<file path="src/rtl/seg7_scan_driver_if.sv">
// seg7_scan_driver_if: bundle of the digit-load handshake and the display
// outputs of seg7_scan_driver. The master (board logic / bench) drives the
// digit data and the load strobe, the slave (the driver) returns the
// acknowledge, the scan outputs and the frame marker.
//
// Handshake: `load` is a one-cycle strobe. The value and dp_in presented in
// the same cycle are captured. There is no ready; a load is always accepted.
// A newer load before the acknowledge replaces the older one. `load_ack`
// pulses for exactly one cycle when the captured data becomes the displayed
// data. That happens at the end of a scan frame, so a frame never shows a
// mix of old and new digits.
interface seg7_scan_driver_if #(
  parameter int DIGITS = 4
);
  logic [4*DIGITS-1:0] value;
  logic [DIGITS-1:0]   dp_in;
  logic                load;
  logic                load_ack;
  logic [DIGITS-1:0]   an;
  logic [6:0]          seg;
  logic                dp;
  logic                frame_done;

  modport master (
    output value,
    output dp_in,
    output load,
    input  load_ack,
    input  an,
    input  seg,
    input  dp,
    input  frame_done
  );

  modport slave (
    input  value,
    input  dp_in,
    input  load,
    output load_ack,
    output an,
    output seg,
    output dp,
    output frame_done
  );
endinterface

</file>
<file path="src/rtl/seg7_scan_driver.sv">
// seg7_scan_driver: time-multiplexed N-digit seven-segment driver.
// Each digit is lit for REFRESH_DIV clocks, and a frame takes DIGITS*REFRESH_DIV
// clocks. New digit data goes into holding registers. It is committed to the
// display registers only on the last cycle of a frame (the wrap cycle).
// The hex decode gives active-low segments {a,b,c,d,e,f,g}.
// The scan outputs are registered. They show the digit index and display
// registers of the previous cycle.
// Optional feature macro: SEG7_LZB_EN enables leading-zero blanking.
module seg7_scan_driver #(
  parameter int DIGITS      = 4,
  parameter int REFRESH_DIV = 50000
) (
  input logic               clk,
  input logic               reset_n,
  seg7_scan_driver_if.slave bus
);

  localparam int CNT_W = (REFRESH_DIV > 1) ? $clog2(REFRESH_DIV) : 1;
  localparam int IDX_W = (DIGITS > 1) ? $clog2(DIGITS) : 1;
  localparam int VW    = 4 * DIGITS;

  localparam logic [CNT_W-1:0] CNT_LAST = CNT_W'(REFRESH_DIV - 1);
  localparam logic [IDX_W-1:0] IDX_LAST = IDX_W'(DIGITS - 1);

  // scan position
  logic [CNT_W-1:0] cnt;
  logic [IDX_W-1:0] idx;
  logic             term;
  logic             wrap;

  // holding and display registers
  logic [VW-1:0]     hold_v;
  logic [DIGITS-1:0] hold_dp;
  logic              pending;
  logic [VW-1:0]     shadow_v;
  logic [DIGITS-1:0] shadow_dp;

  // selected digit and blanking
  logic [3:0]        cur_nib;
  logic              cur_dp;
  logic              cur_blank;
  logic [DIGITS-1:0] blank;

  // next values of the registered outputs
  logic [DIGITS-1:0] an_c;
  logic [6:0]        seg_c;
  logic              dp_c;

  // output registers
  logic [DIGITS-1:0] an_q;
  logic [6:0]        seg_q;
  logic              dp_q;
  logic              load_ack_q;
  logic              frame_done_q;

  // Hex digit to active-low {a,b,c,d,e,f,g}.
  function automatic logic [6:0] seg7_decode(input logic [3:0] nib);
    logic [6:0] s;
    case (nib)
      4'h0:    s = 7'b0000001;
      4'h1:    s = 7'b1001111;
      4'h2:    s = 7'b0010010;
      4'h3:    s = 7'b0000110;
      4'h4:    s = 7'b1001100;
      4'h5:    s = 7'b0100100;
      4'h6:    s = 7'b0100000;
      4'h7:    s = 7'b0001111;
      4'h8:    s = 7'b0000000;
      4'h9:    s = 7'b0000100;
      4'hA:    s = 7'b0001000;
      4'hB:    s = 7'b1100000;
      4'hC:    s = 7'b0110001;
      4'hD:    s = 7'b1000010;
      4'hE:    s = 7'b0110000;
      default: s = 7'b0111000;
    endcase
    return s;
  endfunction

  // The terminal count ends a digit slot. On the last digit it also ends the frame.
  assign term = (cnt == CNT_LAST);
  assign wrap = term && (idx == IDX_LAST);

  // Refresh prescaler: counts 0..REFRESH_DIV-1.
  always_ff @(posedge clk) begin
    if (!reset_n) begin
      cnt <= '0;
    end else if (term) begin
      cnt <= '0;
    end else begin
      cnt <= cnt + 1'b1;
    end
  end

  // Digit index: advances on each terminal count, wraps after the last digit.
  always_ff @(posedge clk) begin
    if (!reset_n) begin
      idx <= '0;
    end else if (term) begin
      if (idx == IDX_LAST) begin
        idx <= '0;
      end else begin
        idx <= idx + 1'b1;
      end
    end
  end

  // Load capture and frame-synchronous commit. A load in the wrap cycle
  // skips the holding stage. It goes directly to the display registers.
  always_ff @(posedge clk) begin
    if (!reset_n) begin
      hold_v     <= '0;
      hold_dp    <= '0;
      pending    <= 1'b0;
      shadow_v   <= '0;
      shadow_dp  <= '0;
      load_ack_q <= 1'b0;
    end else begin
      load_ack_q <= 1'b0;
      if (wrap) begin
        if (bus.load) begin
          shadow_v   <= bus.value;
          shadow_dp  <= bus.dp_in;
          pending    <= 1'b0;
          load_ack_q <= 1'b1;
        end else if (pending) begin
          shadow_v   <= hold_v;
          shadow_dp  <= hold_dp;
          pending    <= 1'b0;
          load_ack_q <= 1'b1;
        end
      end else if (bus.load) begin
        hold_v  <= bus.value;
        hold_dp <= bus.dp_in;
        pending <= 1'b1;
      end
    end
  end

  // End-of-frame marker, one cycle after the wrap cycle.
  always_ff @(posedge clk) begin
    if (!reset_n) begin
      frame_done_q <= 1'b0;
    end else begin
      frame_done_q <= wrap;
    end
  end

`ifdef SEG7_LZB_EN
  logic zero_run;

  // Leading-zero blanking: digit k>0 is dark when it and every digit above are 0.
  always_comb begin
    zero_run = 1'b1;
    blank    = '0;
    for (int k = DIGITS - 1; k >= 0; k--) begin
      zero_run = zero_run & (shadow_v[4*k +: 4] == 4'd0);
      if (k > 0) begin
        blank[k] = zero_run;
      end
    end
  end
`else
  assign blank = '0;
`endif

  // Select the nibble, dp request and blank flag of the digit now scanned.
  always_comb begin
    cur_nib   = '0;
    cur_dp    = 1'b0;
    cur_blank = 1'b0;
    for (int k = 0; k < DIGITS; k++) begin
      if (idx == IDX_W'(k)) begin
        cur_nib   = shadow_v[4*k +: 4];
        cur_dp    = shadow_dp[k];
        cur_blank = blank[k];
      end
    end
  end

  // Build the next scan outputs. A blanked digit keeps its anode enabled
  // only when its decimal point is lit.
  always_comb begin
    an_c = '1;
    for (int k = 0; k < DIGITS; k++) begin
      if (idx == IDX_W'(k)) begin
        an_c[k] = cur_blank & ~cur_dp;
      end
    end
    seg_c = cur_blank ? 7'b1111111 : seg7_decode(cur_nib);
    dp_c  = ~cur_dp;
  end

  // Output registers: an, seg and dp change on the same edge.
  always_ff @(posedge clk) begin
    if (!reset_n) begin
      an_q  <= '1;
      seg_q <= 7'b1111111;
      dp_q  <= 1'b1;
    end else begin
      an_q  <= an_c;
      seg_q <= seg_c;
      dp_q  <= dp_c;
    end
  end

  assign bus.an         = an_q;
  assign bus.seg        = seg_q;
  assign bus.dp         = dp_q;
  assign bus.load_ack   = load_ack_q;
  assign bus.frame_done = frame_done_q;

endmodule

</file>
<file path="src/flat_wrapper.sv">
// flat-port wrapper written by rule: the top's interface ports become plain ports
module seg7_scan_driver_flat 
#(
  parameter int DIGITS      = 4,
  parameter int REFRESH_DIV = 50000
)
  (clk, reset_n, bus_value, bus_dp_in, bus_load, bus_load_ack, bus_an, bus_seg, bus_dp, bus_frame_done);
  seg7_scan_driver_if #(.DIGITS(DIGITS)) bus_i ();
  input logic clk;
  input logic reset_n;
  input wire logic [$bits(bus_i.value)-1:0] bus_value;
  input wire logic [$bits(bus_i.dp_in)-1:0] bus_dp_in;
  input wire logic [$bits(bus_i.load)-1:0] bus_load;
  output wire logic [$bits(bus_i.load_ack)-1:0] bus_load_ack;
  output wire logic [$bits(bus_i.an)-1:0] bus_an;
  output wire logic [$bits(bus_i.seg)-1:0] bus_seg;
  output wire logic [$bits(bus_i.dp)-1:0] bus_dp;
  output wire logic [$bits(bus_i.frame_done)-1:0] bus_frame_done;
  assign bus_i.value = bus_value;
  assign bus_i.dp_in = bus_dp_in;
  assign bus_i.load = bus_load;
  assign bus_load_ack = bus_i.load_ack;
  assign bus_an = bus_i.an;
  assign bus_seg = bus_i.seg;
  assign bus_dp = bus_i.dp;
  assign bus_frame_done = bus_i.frame_done;
  seg7_scan_driver #(.DIGITS(DIGITS), .REFRESH_DIV(REFRESH_DIV)) u_core (.clk(clk), .reset_n(reset_n), .bus(bus_i));
endmodule
</file>
<file path="config.mk">
export PLATFORM = sky130hd
export DESIGN_NAME = seg7_scan_driver_flat
export DESIGN_NICKNAME = d
export VERILOG_FILES = /design/src/rtl/seg7_scan_driver_if.sv /design/src/rtl/seg7_scan_driver.sv /design/src/flat_wrapper.sv
export SDC_FILE = /design/constraint.sdc
export NUM_CORES = 1
export LEC_CHECK = 0
export BUFFER_PORTS_ARGS = -buffer_cell sky130_fd_sc_hd__buf_2
export CORE_MARGIN = 8
export CORE_UTILIZATION = 45
export CTS_BUF_LIST = sky130_fd_sc_hd__clkbuf_4 sky130_fd_sc_hd__clkbuf_8
export DETAILED_ROUTE_END_ITERATION = 8
export PLACE_DENSITY = 0.69
export RECOVER_POWER = 50
export SLEW_MARGIN = 20
export SYNTH_ARGS = -nofsm -noshare
export SYNTH_HDL_FRONTEND = slang
export SYNTH_SLANG_ARGS = --single-unit
</file>
<file path="constraint.sdc">
create_clock -name clk -period 2.6 [get_ports clk]
set_clock_uncertainty 0.05 [all_clocks]
set_input_delay 0.78 -clock clk [delete_from_list [all_inputs] [get_ports clk]]
set_output_delay 0.78 -clock clk [all_outputs]
set_load 0.005 [all_outputs]
</file>
Word level (Yosys, flattened, before mapping) --
Memories as Yosys holds them, arrays and structs flattened. A register that Yosys moved wholly into a read port is not among the register bits. Cells that the tools add are included.
Word-level totals: bits in registers 66, bits in latches 0, bits in writable memories 0, memory bits (read-only) 112, bits of input ports 23, output and inout bits 14, word-level logic and storage cells 49, memories kept 1
Operators by class: $add $sub $neg 2, $mul 0, div/mod/pow operators 0, $lt $le $gt $ge 0, equality and inequality tests 4, shifts and indexed selects 0, mux-type cells 19, bitwise logic cells 3, reduce and logical (&&, ||, !) cells 9
Memories:
- (name not given) | words 16, width 7, read ports 1, clocked after memory_dff 1, write ports 0, line seg7_scan_driver.sv:59 | case (nib)
Operators with widths (number):
- $mux 16 | 2
- $mux 4 | 6
- $add 16x1->16 const B | 1
- $eq 16x16->1 const B | 1
- $mux 1 | 10
- $reduce_and 2->1 | 3
- $eq 2x2->1 const B | 2
- $reduce_or 2->1 | 2
- $not 1->1 | 3
- $add 2x1->2 const B | 1
- $eq 2x1->1 const B | 1
- $logic_not 2->1 | 1
- $mux 2 | 1
- $reduce_bool 2->1 | 1
- $logic_and 1x1->1 | 1
- $logic_not 1->1 | 1

Depth between registers and ports, before layout --
Gate-level depths: netlist of the first run.
depth in word-level cells 6, gate-level depth with buffers 11

Worst setup path after synthesis of the first run --
No wires, ideal clock.
kind register to register, start point register u_core.idx[1], end point register u_core.seg_q[3], in the netlist u_core.bus.seg[3], library setup time 145 ps, arrival 2109 ps, setup slack 296 ps, stages on the path, launching flop included 10, buffers on the path 1, period minus slack after synthesis 2304 ps, cells stage by stage dfxtp_1 -> inv_1 -> ha_1 -> buf_2 -> nand3b_1 -> a31oi_1 -> inv_1 -> ha_1 -> a2111oi_0 -> a41oi_1
Between the ends: word-level cells in the longest chain between the ends 5, elaborated cells between the ends (all ways) 8
Ends and longest elaborated chain:
- start: declaration | line seg7_scan_driver.sv:27 | logic [IDX_W-1:0] idx;
- start signal: assignment | line seg7_scan_driver.sv:103 | idx <= idx + 1'b1;
- $logic_not 2->1 | line seg7_scan_driver.sv:173 | if (idx == IDX_W'(k)) begin
- $mux 4 (3 in a row) | line seg7_scan_driver.sv:173
- $mux 4 * | line seg7_scan_driver.sv:173
- end: declaration | line seg7_scan_driver.sv:51 | logic [6:0] seg_q;
Mark *: on every way between the ends. The rest lies on a longest branch, timed or not. A chain may end at the register's enable or synchronous reset.

Worst setup path after layout of the first run --
start point register u_core.idx[0], end point register u_core.seg_q[3], in the netlist u_core.bus.seg[3]
The elaborated chain is that of the path after synthesis.

==> impl_metrics.sql, run 1 <==
INSERT INTO impl_metrics (metric_group, metric, value, unit) VALUES
('outcome', 'run_status', 'finished clean', ''),
('cells_and_area', 'utilization', '0.522', ''),
('pwr', 'sw_frac_of_total', '0.218', ''),
('cts', 'cts_tree', 'built', ''),
('synthesis', 'synth_top_cell_area_share', '0.450', ''),
('global_route', 'global_routing_usage_on_met3', '0.0297', ''),
('timing', 'final-setup-viol-count', '0', ''),
('timing', 'finalHoldViolCount', '0', ''),
('synthesis', 'ys.warnings.count', '0', ''),
('synthesis', 'asyncSetResetFlopFracSynth', '0', ''),
('synthesis', 'synth_nets', '400', ''),
('cts', 'hold_bufs_at_cts', '0', ''),
('drt', 'drt-wirelength-per-cell', '13.6', 'microns'),
('critical_path', 'critical_path.endpoint_type', 'flop', ''),
('global_route', 'grt_overflow', '0', ''),
('job', 'drv_cap', '0', ''),
('pwr', 'vdd.ir_drop.worst', '0.334', 'mV'),
('critical_path', 'worst_r2r_path_depth', '10', ''),
('drt', 'vias_per_cell', '5.16', ''),
('pwr', 'clkPwrFrac', '0.408', ''),
('cts', 'clk_transition_reported_paths', '70', 'ps'),
('global_route', 'global_route.usage.met1', '0.182', ''),
('min_path', 'worst_hold_path.endpoint', 'u_core.cnt[0]', ''),
('timing', 'rsz0062_at_grt', 'no', ''),
('synthesis', 'ys_top_cells_by_area', 'sky130_fd_sc_hd__dfxtp_1 45%, sky130_fd_sc_hd__mux2i_1 6.8%, sky130_fd_sc_hd__nor2_1 5.3%', ''),
('placed_design', 'detailed_place_hpwl', '4.85', 'mm'),
('synthesis', 'synth_edf_count', '0', ''),
('synthesis', 'synthCells', '366', ''),
('global_route', 'grt.total_usage', '0.144', ''),
('drt', 'drt_drc_violations_left', '0', ''),
('floorplanning', 'start_util', '0.455', ''),
('global_route', 'wire_length_of_the_first_global_routing_pass', '11.6', 'mm'),
('placed_design', 'post_dp_cell_area', '0.00354', 'sq mm'),
('critical_path', 'worst-r2r-setup-slack', '210', 'ps'),
('floorplanning', 'fp-row-count', '31', ''),
('cells_and_area', 'instances_no_fill', '503', ''),
('placed_design', 'post_place_cells', '488', ''),
('min_path', 'holdPathStages', '1', ''),
('cts', 'max-clock-path-buffers', '2', ''),
('cts', 'clock_tree.htree_level_count', '3', ''),
('critical_path', 'worst-setup-path-type', 'flop to flop', ''),
('cts', 'clock_buffers_created_by_tritoncts', '9', ''),
('critical_path', 'worst_reg2reg_endpoint', 'u_core.bus.seg[3]', ''),
('synthesis', 'synth_cell_types', '49', ''),
('global_route', 'met2_usage', '0.222', ''),
('global_route', 'grt_most_used_layer', 'met2', ''),
('floorplanning', 'boundaryPins', '37', ''),
('cells_and_area', 'multiInputGateArea', '0.00165', 'sq mm'),
('critical_path', 'category_of_the_worst_setup_path_launch_point', 'flop', ''),
('critical_path', 'reg2reg_from', 'u_core.idx[0]', ''),
('floorplanning', 'dieHeight', '101', 'microns'),
('pwr', 'static-leakage-power', '1.41', 'nW'),
('floorplanning', 'core_area', '0.00714', 'sq mm'),
('critical_path', 'cpLargestDelayFamily', 'compound AO/OA/AOI/OAI gates', ''),
('placed_design', 'finalWeightedCongestion', '0.850', ''),
('timing', 'fmaxAchievable', '418', 'MHz'),
('synthesis', 'syn_area', '0.00325', 'sq mm'),
('synthesis', 'synth.top_cells.by_count', '73 x sky130_fd_sc_hd__dfxtp_1, 46 x sky130_fd_sc_hd__nor2_1, 41 x sky130_fd_sc_hd__nand2_1', ''),
('timing', 'finalCritPeriodShare', '0.920', ''),
('synthesis', 'synth_flop_cell', 'sky130_fd_sc_hd__dfxtp_1', ''),
('floorplanning', 'floorplan.die.width', '101', 'microns'),
('drt', 'drt_iter0_markers', '135', ''),
('drt', 'routed_wirelength', '6.82', 'mm'),
('critical_path', 'cp.arrival', '2550', 'ps'),
('cells_and_area', 'num-fill-cells', '709', ''),
('cells_and_area', 'post-route-cell-area', '0.00372', 'sq mm'),
('pwr', 'power.share.combinational', '0.057', ''),
('critical_path', 'slowest_stage_delay_cp', '390', 'ps'),
('timing', 'slew_headroom', '0.553', ''),
('synthesis', 'post_synth.cell_area_avg', '8.87', 'sq um'),
('cells_and_area', 'regArea', '0.00146', 'sq mm');
## power by group through the flow
stage / Clock, W / Sequential [W] / Combinational (W)
3_5_place_dp: 0 / 0.00119 / 0.000126
2_1_floorplan: 0 / 0.00118 / 0.0000791
4_1_cts: 0.000911 / 0.00116 / 0.000127
3_3_place_gp: 0 / 0.00118 / 0.000123
6_report: 0.000884 / 0.00116 / 0.000123
5_1_grt: 0.000962 / 0.00116 / 0.000138
## per-layer routing
layer	part of all wire	wire length, microns
met5	0	0
met4	0.020	136
met3	0.038	256
met2	0.45	3040
met1	0.50	3380
## state kept, by name (all words and copies together), names as in the netlist, 2 cells and up
signal,flops
u_core.bus.seg,7
u_core.hold_dp,4
u_core.bus.an,4
u_core.shadow_dp,4
u_core.shadow_v,16
u_core.idx,2
u_core.cnt,16
u_core.hold_v,16
## cell usage in the layout (no fill, tap or decap), types with 4 or more instances in the layout
master | Yosys | final
sky130_fd_sc_hd__a21oi_1 | 4 | 4
sky130_fd_sc_hd__a211oi_1 | 22 | 22
sky130_fd_sc_hd__nand3_1 | 26 | 26
sky130_fd_sc_hd__nand2_1 | 41 | 41
sky130_fd_sc_hd__buf_2 | 9 | 29
sky130_fd_sc_hd__nand4_1 | 4 | 4
sky130_fd_sc_hd__xor2_1 | 7 | 7
sky130_fd_sc_hd__inv_1 | 8 | 8
sky130_fd_sc_hd__clkbuf_1 | 15 | 9
sky130_fd_sc_hd__xnor2_1 | 7 | 7
sky130_fd_sc_hd__o21ai_0 | 20 | 23
sky130_fd_sc_hd__mux2i_1 | 22 | 22
sky130_fd_sc_hd__ha_1 | 11 | 11
sky130_fd_sc_hd__dfxtp_1 | 73 | 73
sky130_fd_sc_hd__nand3b_1 | 4 | 4
sky130_fd_sc_hd__clkbuf_8 | 0 | 11
sky130_fd_sc_hd__nor2_1 | 46 | 46
sky130_fd_sc_hd__buf_4 | 0 | 9
## how the worst max path moves through the flow
stage | start | end | slack [ps] | cells past startpoint
after floorplan | u_core.idx[1] | u_core.bus.seg[3] | 300 | 9
after global placement | u_core.idx[1] | u_core.bus.seg[3] | 280 | 8
after detailed placement | u_core.idx[0] | u_core.bus.seg[3] | 140 | 8
after CTS | u_core.idx[0] | u_core.bus.seg[3] | 120 | 8
after global routing | u_core.idx[1] | u_core.bus.seg[3] | 40 | 11
final | u_core.idx[0] | u_core.bus.seg[3] | 210 | 10
## kinds of logic (layout without fill, tap and decap cells)
logic type | after synthesis | in the layout | synth area share
buffers and inverters | 34 | 72 | 0.0451
adder cells (fa/ha/maj) | 11 | 11 | 0.0424
flip-flops | 73 | 73 | 0.450
AND/OR/NAND/NOR | 143 | 143 | 0.209
AO/OA/AOI/OAI | 69 | 69 | 0.148
multiplexers | 22 | 22 | 0.0678
XOR/XNOR | 14 | 14 | 0.0378
## repair_timing
item,4_1_cts,5_1_grt
gates resized for setup,0,1
endpoints found under the setup margin,0,1
setup buffers,0,0
hold endpoints to repair,0,0
## layout make-up
type                    count  area share
clock buffers              12      0.0427
inverters                   9     0.00907
multi-input cells         259       0.444
flip-flops and latches     73       0.392
clock inverters             3      0.0108
repair buffers             48      0.0675
well taps                  99      0.0333
## through the flow
step                total power [W]  hold WS [ps]  setup slack, ps
floorplan                   0.00126           380              296
global placement            0.00131           393              277
detailed placement          0.00131           399              141
CTS                         0.00220           409              115
global route                0.00226           440             42.8
finish                      0.00217           420              208
Note: power is estimated with default switching activity, not from simulation.
==> inputs of run 2 (changes only) <==
==> constraint.sdc (replaced) <==
create_clock -name clk -period 3.05 [get_ports clk]
set_clock_uncertainty 0.05 [all_clocks]
set_input_delay 0.61 -clock clk [delete_from_list [all_inputs] [get_ports clk]]
set_output_delay 0.61 -clock clk [all_outputs]
set_load 0.005 [all_outputs]
==> impl_metrics.sql, run 2 (same netlist as run 1, synthesis figures left out) <==
INSERT INTO impl_metrics (metric_group, metric, value, unit) VALUES
('critical_path', 'worst_path_max_delay_cell', 'sky130_fd_sc_hd__ha_1', ''),
('timing', 'slew_headroom', '0.421', ''),
('job', 'drv_cap', '0', ''),
('timing', 'finalCritPeriodShare', '0.871', ''),
('floorplanning', 'core_area', '0.00714', 'sq mm'),
('critical_path', 'critPathMaxFanout', '15', ''),
('critical_path', 'category_of_the_worst_setup_path_launch_point', 'flop', ''),
('timing', 'rsz0062_at_grt', 'no', ''),
('pwr', 'net-switching-power', '0.000441', 'W'),
('cts', 'cts_sinks', '73', ''),
('placed_design', 'port_buffers', '36', ''),
('pwr', 'share_seq_of_total_power', '0.493', ''),
('drt', 'drt_drc_violations_left', '0', ''),
('drt', 'drt-wirelength-per-cell', '13.2', 'microns'),
('cts', 'max-clock-path-buffers', '2', ''),
('floorplanning', 'die_area', '0.0102', 'sq mm'),
('cts', 'postCtsSetupBuffers', '0', ''),
('placed_design', 'finalWeightedCongestion', '0.838', ''),
('critical_path', 'path_common_cell', 'sky130_fd_sc_hd__ha_1', ''),
('cells_and_area', 'utilization', '0.522', ''),
('global_route', 'maximum_number_of_pins_on_one_net_before_global_route_repair', '41', ''),
('pwr', 'power.share.combinational', '0.052', ''),
('critical_path', 'slowest_stage_delay_cp', '470', 'ps'),
('timing', 'worst-slew-pin-transition', '863', 'ps'),
('timing', 'timing.setup.tns', '0', 'ps'),
('pwr', 'cellPowerDensity', '538', 'mW/mm^2'),
('floorplanning', 'floorplan.die.width', '101', 'microns'),
('drt', 'vias', '2587', ''),
('drt', 'drt_iter0_markers', '107', ''),
('cts', 'clock_buffers_created_by_tritoncts', '9', ''),
('cts', 'clock_insertion_delay_worst_skew', '350', 'ps'),
('min_path', 'holdPathStages', '2', ''),
('drt', 'routed_wirelength', '6.59', 'mm'),
('cts', 'clk_transition_reported_paths', '90', 'ps'),
('placed_design', 'detailed_place_hpwl', '4.65', 'mm'),
('critical_path', 'worst-r2r-setup-slack', '390', 'ps'),
('global_route', 'grt.total_usage', '0.141', ''),
('pwr', 'static-leakage-power', '1.39', 'nW'),
('cts', 'cts-root-buf', 'sky130_fd_sc_hd__clkbuf_8', ''),
('cts', 'cts_tree', 'built', ''),
('timing', 'timing_max_transition_violations_final', '0', ''),
('min_path', 'start_point_of_the_worst_min_delay_path', 'u_core.hold_v[11]', ''),
('global_route', 'antenna_found_initial', '0', ''),
('floorplanning', 'dieHeight', '101', 'microns'),
('global_route', 'grt_overflow', '0', ''),
('timing', 'fmaxAchievable', '377', 'MHz'),
('critical_path', 'critical_path.endpoint_type', 'flop', ''),
('critical_path', 'worst_r2r_path_depth', '8', ''),
('critical_path', 'cp.arrival', '2810', 'ps'),
('critical_path', 'reg2reg_from', 'u_core.idx[0]', ''),
('drt', 'vias_per_cell', '5.19', ''),
('drt', 'antenna_left', '0', ''),
('cells_and_area', 'biggest_regs', 'u_core.cnt (16), u_core.hold_v (16), u_core.shadow_v (16)', ''),
('cells_and_area', 'num-nets-final', '428', ''),
('cells_and_area', 'num-fill-cells', '695', ''),
('cells_and_area', 'final_cell_mix', '73 x sky130_fd_sc_hd__dfxtp_1, 46 x sky130_fd_sc_hd__nor2_1, 41 x sky130_fd_sc_hd__nand2_1', ''),
('pwr', 'vdd.ir_drop.worst', '0.247', 'mV'),
('min_path', 'hp-class', 'flop to flop', ''),
('cells_and_area', 'diodes', '0', ''),
('timing', 'finalWorstPathRequiredPeriod', '2660', 'ps'),
('global_route', 'first_global_vias', '2537', ''),
('timing', 'final-setup-viol-count', '0', ''),
('cells_and_area', 'most_common_cell_after_layout_fill_and_taps_aside', 'sky130_fd_sc_hd__dfxtp_1', ''),
('outcome', 'run_status', 'finished clean', ''),
('cells_and_area', 'syn_to_final_growth', '14.7', '%'),
('drt', 'detail_route.first_pass.iterations', '4', ''),
('cells_and_area', 'final_layout_size_suffix_gt1_frac', '0.138', ''),
('floorplanning', 'start_util', '0.455', ''),
('pwr', 'sw_frac_of_total', '0.220', ''),
('global_route', 'wire_length_of_the_first_global_routing_pass', '11.5', 'mm'),
('timing', 'finalHoldViolCount', '0', ''),
('cts', 'hold_bufs_at_cts', '0', ''),
('pwr', 'clkPwrFrac', '0.454', ''),
('critical_path', 'worst_reg2reg_endpoint', 'u_core.bus.seg[3]', ''),
('critical_path', 'cp_cell_sequence', 'ha_1 -> nor2_1 -> o2bb2ai_1 -> a31oi_1 -> inv_1 -> ha_1 -> a2111oi_0 -> a41oi_1', ''),
('pwr', 'internal-power', '0.00156', 'W'),
('cts', 'cts-resized-gates', '0', ''),
('floorplanning', 'boundaryPins', '37', ''),
('min_path', 'worst_hold_path.endpoint', 'u_core.hold_v[11]', ''),
('floorplanning', 'fp-row-count', '31', ''),
('cts', 'clock_tree.htree_level_count', '3', ''),
('critical_path', 'endpoint_required_time_on_the_critical_path', '3200', 'ps'),
('critical_path', 'worst-setup-path-type', 'flop to flop', '');
run 2: layer usage:
layer / share of wire / GRT usage
met1: 0.50 / 0.176
met5: 0 / 0
met2: 0.44 / 0.217
met3: 0.041 / 0.0387
met4: 0.015 / 0.0699
run 2: layout make-up:
| cell class | count | area, sq um | area share |
|---|---|---|---|
| Tap cell | 99 | 124 | 0.0333 |
| Inverter | 9 | 33.8 | 0.00907 |
| Sequential cell | 73 | 1460 | 0.392 |
| Multi-Input combinational cell | 259 | 1640 | 0.440 |
| Timing Repair Buffer | 42 | 224 | 0.0601 |
| Clock inverter | 7 | 119 | 0.0319 |
| Clock buffer | 9 | 124 | 0.0333 |
run 2: worst max path at each step:
stage | from | end
6_report | u_core.idx[0] | u_core.bus.seg[3]
5_1_grt | u_core.idx[0] | u_core.bus.seg[3]
4_1_cts | u_core.idx[0] | u_core.bus.seg[3]
3_5_place_dp | u_core.idx[0] | u_core.bus.seg[3]
3_3_place_gp | u_core.idx[0] | u_core.bus.seg[3]
2_1_floorplan | u_core.idx[1] | u_core.bus.seg[3]
run 2: power groups by stage:
| stage | clock (W) | combinational (W) | sequential [W] |
|---|---|---|---|
| after floorplan | 0 | 0.0000675 | 0.00101 |
| after global placement | 0 | 0.000106 | 0.00101 |
| final | 0.000911 | 0.000105 | 0.000989 |
| after global routing | 0.000964 | 0.000120 | 0.000992 |
| after detailed placement | 0 | 0.000109 | 0.00101 |
| after CTS | 0.000926 | 0.000109 | 0.000989 |
run 2: per-stage QoR:
stage | setup WS [ps] | hold WS (ps) | instances | total power [W] | cell area, sq um
CTS | 391 | 414 | 498 | 0.00202 | 3750
global route | 66.5 | 440 | 498 | 0.00208 | 3720
finish | 395 | 417 | 498 | 0.00200 | 3720
global placement | 538 | 393 | 482 | 0.00112 | 3510
floorplan | 746 | 380 | 366 | 0.00108 | 3250
detailed placement | 422 | 402 | 482 | 0.00112 | 3510
run 2: worst max-delay path, delay by kind of cell, from the launching register on:
kind | cells | cell delay, ps
fa+ha+maj | 2 | 790
flops | 1 | 400
buf+inv | 1 | 190
simple gates | 1 | 80
compound gates | 4 | 1010
==> inputs of run 3 (changes only) <==
- PLACE_DENSITY: 0.69 -> 0.74
==> impl_metrics.sql, run 3 (same netlist as run 1, synthesis figures left out) <==
INSERT INTO impl_metrics (metric_group, metric, value, unit) VALUES
('min_path', 'hp-class', 'flop to flop', ''),
('drt', 'routed_wirelength', '6.83', 'mm'),
('min_path', 'holdPathStages', '1', ''),
('floorplanning', 'fp-row-count', '31', ''),
('critical_path', 'category_of_the_worst_setup_path_launch_point', 'flop', ''),
('cells_and_area', 'diodes', '0', ''),
('cts', 'cts_sinks', '73', ''),
('cells_and_area', 'final_layout_size_suffix_gt1_frac', '0.131', ''),
('drt', 'drt_iter0_markers', '157', ''),
('drt', 'vias', '2596', ''),
('floorplanning', 'die_area', '0.0102', 'sq mm'),
('critical_path', 'critical_path.startpoint', 'u_core.idx[0]', ''),
('cells_and_area', 'num-nets-final', '428', ''),
('pwr', 'vdd.ir_drop.worst', '0.251', 'mV'),
('critical_path', 'critPathMaxFanout', '15', ''),
('cts', 'clock_buffers_created_by_tritoncts', '9', ''),
('cts', 'cts_tree', 'built', ''),
('drt', 'detail_route.first_pass.iterations', '4', ''),
('drt', 'drt-wirelength-per-cell', '13.7', 'microns'),
('placed_design', 'finalWeightedCongestion', '0.848', ''),
('cts', 'clock_insertion_delay_worst_skew', '350', 'ps'),
('critical_path', 'critical_path.endpoint_type', 'flop', ''),
('cts', 'cts-root-buf', 'sky130_fd_sc_hd__clkbuf_8', ''),
('placed_design', 'post_dp_cell_area', '0.00351', 'sq mm'),
('timing', 'timing.setup.tns', '0', 'ps'),
('critical_path', 'endpoint_required_time_on_the_critical_path', '3200', 'ps'),
('global_route', 'maximum_number_of_pins_on_one_net_before_global_route_repair', '41', ''),
('pwr', 'cellPowerDensity', '523', 'mW/mm^2'),
('placed_design', 'place_worst_setup_slack', '408', 'ps'),
('floorplanning', 'dieHeight', '101', 'microns'),
('critical_path', 'worst_r2r_path_depth', '8', ''),
('global_route', 'grt_overflow', '0', ''),
('job', 'drv_cap', '0', ''),
('cts', 'postCtsSetupBuffers', '0', ''),
('drt', 'antenna_left', '0', ''),
('cts', 'clk_transition_reported_paths', '70', 'ps'),
('cts', 'clock_tree.htree_level_count', '3', ''),
('cells_and_area', 'final_cell_mix', '73 x sky130_fd_sc_hd__dfxtp_1, 46 x sky130_fd_sc_hd__nor2_1, 41 x sky130_fd_sc_hd__nand2_1', ''),
('cells_and_area', 'biggest_regs', 'u_core.cnt (16), u_core.hold_v (16), u_core.shadow_v (16)', ''),
('critical_path', 'worst-setup-path-type', 'flop to flop', ''),
('critical_path', 'reg2reg_from', 'u_core.idx[0]', ''),
('drt', 'vias_per_cell', '5.22', ''),
('global_route', 'antenna_found_initial', '0', ''),
('timing', 'timing_max_transition_violations_final', '0', ''),
('floorplanning', 'floorplan.die.width', '101', 'microns'),
('outcome', 'run_status', 'finished clean', ''),
('timing', 'finalHoldViolCount', '0', ''),
('timing', 'fmaxAchievable', '370', 'MHz'),
('placed_design', 'detailed_place_hpwl', '4.79', 'mm'),
('floorplanning', 'boundaryPins', '37', ''),
('cells_and_area', 'most_common_cell_after_layout_fill_and_taps_aside', 'sky130_fd_sc_hd__dfxtp_1', ''),
('timing', 'finalWorstPathRequiredPeriod', '2710', 'ps'),
('floorplanning', 'core_area', '0.00714', 'sq mm'),
('cts', 'hold_bufs_at_cts', '0', ''),
('cts', 'cts-resized-gates', '0', ''),
('global_route', 'first_global_vias', '2515', ''),
('floorplanning', 'start_util', '0.455', ''),
('drt', 'drt_drc_violations_left', '0', ''),
('placed_design', 'port_buffers', '36', ''),
('timing', 'finalCritPeriodShare', '0.887', ''),
('critical_path', 'cp.arrival', '2850', 'ps'),
('pwr', 'power', '0.00193', 'W'),
('timing', 'post-route-worst-setup-slack', '345', 'ps'),
('cells_and_area', 'post-route-cell-area', '0.00369', 'sq mm'),
('min_path', 'start_point_of_the_worst_min_delay_path', 'u_core.cnt[0]', ''),
('timing', 'slew_headroom', '0.170', ''),
('pwr', 'static-leakage-power', '1.38', 'nW'),
('timing', 'worst-slew-pin-transition', '1240', 'ps'),
('cells_and_area', 'utilization', '0.517', ''),
('cts', 'max-clock-path-buffers', '2', ''),
('timing', 'rsz0062_at_grt', 'no', ''),
('global_route', 'wire_length_of_the_first_global_routing_pass', '11.4', 'mm'),
('global_route', 'grt.total_usage', '0.143', ''),
('timing', 'final-setup-viol-count', '0', ''),
('cells_and_area', 'syn_to_final_growth', '13.7', '%');
-- run 3: worst paths after layout --
kind,endpoint,slack [ps]
max reg2reg,u_core.bus.seg[3],340
min reg2reg,u_core.cnt[0],420
min,u_core.cnt[0],420
max,u_core.bus.seg[3],340
-- run 3: stage by stage --
step | cells | hold WS [ps]
final | 497 | 415
after global routing | 497 | 447
after detailed placement | 482 | 404
after floorplan | 366 | 380
after CTS | 497 | 420
after global placement | 482 | 393
-- run 3: final cells by class --
cell class	instances	area (sq um)
Multi-Input combinational cell	259	1640
Timing Repair Buffer	42	216
Fill cell	674	3440
Tap cell	99	124
Clock buffer	12	153
Clock inverter	3	65.1
Inverter	9	33.8
Sequential cell	73	1460
-- run 3: worst max-delay path, stage by stage, from the launching register on --
cell	delay (ps)
sky130_fd_sc_hd__dfxtp_1	400
sky130_fd_sc_hd__ha_1	470
sky130_fd_sc_hd__nor2_1	80
sky130_fd_sc_hd__o2bb2ai_1	130
sky130_fd_sc_hd__a31oi_1	420
sky130_fd_sc_hd__inv_1	190
sky130_fd_sc_hd__ha_1	320
sky130_fd_sc_hd__a2111oi_0	410
sky130_fd_sc_hd__a41oi_1	70
-- run 3: layer usage --
layer	global-route usage	up-vias	wire length, microns
met2	0.228	57	3110
met1	0.170	1200	3190
li1	-	1329	-
met3	0.0449	10	373
met5	0	-	0
met4	0.0733	0	144
-- run 3: where the power goes --
part	switching [W]	internal (W)
registers	0.0000120	0.000978
clock network	0.000340	0.000496
logic	0.0000610	0.0000433
total	0.000413	0.00152
